[src/rtl/divider_pkg.sv]
// Shared types and sizing helpers for the sequential restoring divider.
package divider_pkg;

  localparam int DEF_WIDTH = 4;

  typedef enum logic [1:0] {
    IDLE,
    RUN,
    DONE
  } state_t;

  // Counter must be able to hold WIDTH.
  function automatic int cnt_w(input int w);
    return $clog2(w + 1);
  endfunction

endpackage

[src/rtl/divider_step.sv]
// One restoring shift-subtract iteration: shift in a dividend bit, subtract if it fits.
module divider_step
  import divider_pkg::*;
#(
  parameter int WIDTH = DEF_WIDTH
) (
  input  logic [WIDTH-1:0] rem_in,
  input  logic             din,
  input  logic [WIDTH-1:0] divisor,
  output logic [WIDTH-1:0] rem_out,
  output logic             qbit
);

  // One extra bit so the shifted remainder never wraps before the compare.
  logic [WIDTH:0] shifted;
  logic [WIDTH:0] diff;

  always_comb begin
    shifted = {rem_in, din};
    diff    = shifted - {1'b0, divisor};
    qbit    = (shifted >= {1'b0, divisor});
    rem_out = qbit ? diff[WIDTH-1:0] : shifted[WIDTH-1:0];
  end

endmodule

[src/rtl/seq_divider.sv]
// Sequential unsigned divider, one quotient bit per clock, start/done handshake.
module seq_divider
  import divider_pkg::*;
#(
  parameter int WIDTH = DEF_WIDTH
) (
  input  logic             clock,
  input  logic             reset_n,
  input  logic             start,
  input  logic [WIDTH-1:0] dividend,
  input  logic [WIDTH-1:0] divisor,
  output logic             busy,
  output logic             done,
  output logic [WIDTH-1:0] quotient,
  output logic [WIDTH-1:0] remainder,
  output logic             div_by_zero
);

  localparam int CW = cnt_w(WIDTH);

  state_t           state, state_nx;
  logic [WIDTH-1:0] dvd;      // dividend bits shift out the top, quotient bits shift in the bottom
  logic [WIDTH-1:0] dvs;
  logic [WIDTH-1:0] rem;
  logic [WIDTH-1:0] rem_nx;
  logic             qbit;
  logic [CW-1:0]    cnt;
  logic             accept;
  logic             last;
  logic             dvs_zero;

  assign accept   = start && (state != RUN);
  assign last     = (cnt == CW'(WIDTH - 1));
  assign dvs_zero = (divisor == '0);

  divider_step #(.WIDTH(WIDTH)) u_step (
    .rem_in  (rem),
    .din     (dvd[WIDTH-1]),
    .divisor (dvs),
    .rem_out (rem_nx),
    .qbit    (qbit)
  );

  always_ff @(posedge clock or negedge reset_n) begin
    if (!reset_n) state <= IDLE;
    else          state <= state_nx;
  end

  always_comb begin
    state_nx = state;
    busy     = (state == RUN);
    done     = (state == DONE);
    case (state)
      IDLE, DONE: begin
        if (start)              state_nx = dvs_zero ? DONE : RUN;
        else if (state == DONE) state_nx = IDLE;
      end
      RUN:     if (last) state_nx = DONE;
      default: state_nx = IDLE;
    endcase
  end

  always_ff @(posedge clock or negedge reset_n) begin
    if (!reset_n) begin
      dvd         <= '0;
      dvs         <= '0;
      rem         <= '0;
      cnt         <= '0;
      quotient    <= '0;
      remainder   <= '0;
      div_by_zero <= 1'b0;
    end else if (accept) begin
      dvd         <= dividend;
      dvs         <= divisor;
      rem         <= '0;
      cnt         <= '0;
      div_by_zero <= dvs_zero;
      // Divide by zero resolves at the start edge; results publish with the DONE cycle.
      if (dvs_zero) begin
        quotient  <= '1;
        remainder <= dividend;
      end
    end else if (state == RUN) begin
      dvd <= {dvd[WIDTH-2:0], qbit};
      rem <= rem_nx;
      cnt <= cnt + CW'(1);
      if (last) begin
        quotient  <= {dvd[WIDTH-2:0], qbit};
        remainder <= rem_nx;
      end
    end
  end

endmodule

[config.mk]
export PLATFORM = sky130hd
export DESIGN_NAME = seq_divider
export DESIGN_NICKNAME = d
export VERILOG_FILES = /design/src/rtl/divider_pkg.sv /design/src/rtl/divider_step.sv /design/src/rtl/seq_divider.sv
export SDC_FILE = /design/constraint.sdc
export NUM_CORES = 1
export LEC_CHECK = 0
export CORE_MARGIN = 8
export CORE_UTILIZATION = 56
export CTS_CLUSTER_SIZE = 12
export DETAILED_ROUTE_END_ITERATION = 16
export GPL_TIMING_DRIVEN = 0
export PLACE_DENSITY = 0.83
export SYNTH_ARGS = -nofsm -noshare
export SYNTH_HDL_FRONTEND = slang
export SYNTH_HIERARCHICAL = 1
export SYNTH_SLANG_ARGS = --single-unit
[constraint.sdc]
create_clock -name clock -period 6.4 [get_ports clock]
set_clock_uncertainty 0.15 [all_clocks]
set_input_delay 1.28 -clock clock [delete_from_list [all_inputs] [get_ports clock]]
set_output_delay 1.28 -clock clock [all_outputs]
set_load 0.05 [all_outputs]
Word-level counts from Yosys, hierarchy flattened --
Cells that the tools add are included.
Word-level totals: register bits 26, latch bits 0, RAM bits 0, bits in read-only memories 0, input port bits 11, output and inout port bits 11, logic and storage cells 46, memories 0
Operators by class: $add $sub $neg 2, multipliers 0, div/mod/pow operators 0, magnitude comparators 1, eq/ne operators 7, shifts and indexed selects 0, multiplexer cells 20, bitwise logic cells 0, reduce and logical (&&, ||, !) cells 8
Operators with widths (number):
- $mux W4 | 13
- $mux W2 | 4
- $mux W3 | 2
- $ne A2 B1 Y1 const B | 3
- $ge A5 B4 Y1 | 1
- $logic_not A4 Y1 | 1
- $pmux W2 S2 | 1
- $reduce_bool A2 Y1 | 2
- $sub A4 B4 Y4 | 1
- $add A3 B1 Y3 const B | 1
- $eq A3 B2 Y1 const B | 1
- $ne A3 B3 Y1 const B | 1
- $reduce_and A3 Y1 | 1
- $eq A2 B1 Y1 const B | 1
- $eq A2 B2 Y1 const B | 1
- $logic_not A2 Y1 | 1
- $reduce_and A2 Y1 | 1
- $reduce_or A2 Y1 | 1
- $logic_and A1 B1 Y1 | 1

Depth between registers and ports, before layout --
depth in word-level cells 5, depth in mapped cells 8, mapped depth without buffers 8

Modules after synthesis --
Netlist, hierarchy kept.
By module, submodules not included:
- seq_divider | times used 1, cells an instance 103, area each 1127.3 µm², sequential area each 650.6 µm²
- divider_step | times used 1, cells an instance 28, area each 224.0 µm², sequential area each 0.0 µm²

Worst setup path before layout --
No wires, ideal clock.
kind flip-flop to output port, start point reg state[1], end point out busy, data arrival time 1.336 ns, required time 4.970 ns, setup slack 3.634 ns, stages on the path, launching flop included 4, buffers on the path 1, cells stage by stage dfrtp_1 nand2b_1 inv_1 clkbuf_1
On the way: cells in the longest elaborated chain, start to end 1
Ends and longest elaborated chain:
- from (decl) | RTL line seq_divider.sv:21 | state_t state, state_nx;
- from (signal assigned) | RTL line seq_divider.sv:46 | else state <= state_nx;
- $eq A2 B1 Y1 | RTL line seq_divider.sv:51 | busy = (state == RUN);
- to (decl) | RTL line seq_divider.sv:12 | output logic busy,
No other way between the ends.

Worst setup path in the final report --
Ends and elaborated chain as after synthesis.

==> impl_metrics.yaml <==
clock_tree:
  cts-root-buf: "clkbuf_4"
  cts.sinks: 26
  ctsHtreeMaxLevel: 1
  cts_setup_buffers: 0
  cts_resized: 0
  cts_buffers: 3
  clk_pin_slew_ns: 0.15
  cts_tree: "done"
  cts_hold_buf: 0
  insertion_delay_ns: 0.33
  ctsLongestPathBuffers: 2
sta:
  fin_crit_sh_pct: 61.0
  slew_violations: 0
  setup_viol: 0
  grt_setup_unrepaired: "no"
  hold_violations: 0
  fin_crit_ns: 3.90
  fin_ws_ns: 2.50
  relSlewSlack_pct: 22.7
  worst_slew_pin_slew_ns: 1.16
  setup_tns_ns: 0
  fmax_mhz: 256
setup_path:
  cp_max_fo: 10
  rr_startpoint: "dvs[1]"
  arrival_ns: 2.47
  critPathLaunchType: "register"
  crit_type: "reg -> out"
  worstReg2RegEnd: "remainder[2]"
  r2r_cells: 8
  crit_path_end_kind: "output port"
  ff2ff_setup_slack_ns: 4.23
  cp.required_ns: 4.97
pwr:
  clkPwrFrac_pct: 11.8
  power_w: 0.000967
  p_int_w: 0.000530
  power.leakage_nw: 0.760
  switchingPower_w: 0.000437
  ir_drop_uv: 325
  power_frac_comb_pct: 58.2
  seq_power_share_pct: 30.0
  switching_share_pct: 45.2
  p_per_area_nw_per_um2: 589
global_routing:
  grt_remaining_overflow: 0
  grt_antenna_before_repair: 0
  grt_max_degree: 27
  grt.total_usage_pct: 14.1
  grt_pass1_wl_um: 4850
  grt_pass1_vias: 1115
logic_synthesis:
  synth.largest_area_cell: "dfrtp_1"
  synth-simple-area-share_pct: 17.9
  yosys.area_share.adder_pct: 7.04
  synth.area.top_cells: "dfrtp_1 (48%), ha_1 (5.6%), mux2i_1 (4.4%), nand2_1 (4.4%), inv_1 (3.3%)"
  synth_edf_count: 0
  yosysUniqueCellTypes: 34
  synth-main-ff-cell: "dfrtp_1"
  synth_cells: 131
  synth_area_um2: 1350
  synth-async-reset-ratio_pct: 100
  synthMuxAreaShare_pct: 8.89
  synth_commonest_cells: "dfrtp_1 (26), nand2_1 (16), inv_1 (12)"
  synth_compound_area_share_pct: 12.4
  synth_top_family_by_area: "simple AND/OR/NAND/NOR gates"
  synth.most_common_cell: "dfrtp_1"
  seq_area_frac_synth_pct: 48.1
  syn_nets: 149
  synth-seq-cells: 26
  synthXorXnorAreaFrac_pct: 0.648
  yosys_warnings: 6
  syn_avg_cell_area_um2: 10.3
  netlist.area_leader.share_pct: 48.1
placed_design:
  gp_congestion: 0.793
  portBuffers: 20
  preCtsSetupSlack_ns: 2.92
  hpwl_um: 2140
hold_path:
  min_to: "dvd[1]"
  hold_depth: 2
  min_from: "dvd[0]"
  hold_class: "reg -> reg"
floorplanning:
  dieArea_um2: 4240
  io_pins: 22
  start_util_pct: 56.6
  core-area_um2: 2390
  die_h_um: 65.1
  die_w_um: 65.1
  rows: 18
layout:
  n_antenna_cell: 0
  nFillCells: 210
  drive_above_1_share_pct: 16.1
  syn2layout_area_growth_pct: 21.5
  nets: 174
routing:
  drt_iter0_drc: 46
  first_pass_iters: 5
  viasPerCell: 5.52
  drc: 0
  wl_per_cell_um: 14.9
  drt-total-wl_um: 2760
  vias: 1021
  postRouteAntennaNets: 0
run_status:
  outcome: "completed"
flow_run:
  drv_cap: 0
-- per-stage QoR --
| step | cell area [um^2] | util [%] | hold slack (ns) | cells |
|---|---|---|---|---|
| floorplan | 1350 | - | 0.319 | 131 |
| global placement | 1590 | 66.6 | 0.338 | 181 |
| detailed placement | 1590 | 66.6 | 0.340 | 181 |
| CTS | 1640 | 68.8 | 0.377 | 185 |
| global route | 1640 | 68.8 | 0.413 | 185 |
| finish | 1640 | 68.8 | 0.373 | 185 |
-- state kept, by name, indices dropped and copies added, names as in the netlist --
register	flops
remainder	4
dvd	4
rem	4
cnt	3
quotient	4
dvs	4
div_by_zero	1
state	2
-- worst max-delay path, stage by stage, from the launching register on --
cell	delay (ns)
dfrtp_1	0.41
nand2b_1	0.19
inv_1	0.21
clkbuf_1	0.42
clkdlybuf4s50_1	0.90
-- kinds of logic after synthesis --
kind of cell	count (synthesis)
xor+xnor	1
compound gates	21
fa+ha+maj	7
flops	26
buf+inv	17
mux	11
simple gates	48
-- worst max-delay path by stage --
| stage | start | to | slack (ns) | cells past startpoint |
|---|---|---|---|---|
| global route | state[1] | busy | 2.40 | 4 |
| finish | state[1] | busy | 2.50 | 4 |
| global placement | state[1] | busy | 2.92 | 4 |
| CTS | state[1] | busy | 2.51 | 4 |
| detailed placement | state[1] | busy | 2.92 | 4 |
| floorplan | state[1] | busy | 3.63 | 3 |
-- per-layer routing --
layer	GRT usage, %	wire length [um]	vias to the layer above
met5	0	0	-
met4	5.45	40	0
met3	4.08	169	4
met2	24.1	1320	29
met1	16.3	1220	487
li1	-	-	501
-- power by group through the flow --
stage	clock [W]	combinational [W]	sequential (W)
global route	0.000123	0.000615	0.000301
detailed placement	0	0.000565	0.000293
CTS	0.000117	0.000568	0.000290
global placement	0	0.000545	0.000288
floorplan	0	0.000342	0.000367
finish	0.000114	0.000563	0.000290
-- layout make-up --
cell class	instances	area, um^2	area share (%)
clock inverter	1	30.0	1.83
multi-input combinational	88	633	38.6
sequential	26	651	39.6
clock buffer	3	22.5	1.37
timing repair buffer	20	200	12.2
buffer	4	18.8	1.14
inverter	13	48.8	2.97
tap	30	37.5	2.29
-- layout by cell type, fill, tap and decap left out, drive strengths merged, types with 2 or more instances in the layout --
cell type / n
a21oi: 2
a31oi: 4
buf: 2
clkbuf: 5
clkdlybuf4s50: 20
dfrtp: 26
ha: 6
inv: 12
mux2: 5
mux2i: 6
nand2: 17
nand2b: 3
nand3: 8
nor2: 9
nor3: 2
o21ai: 9
o221a: 4
or2: 4
(Power assumes the default switching activity.)
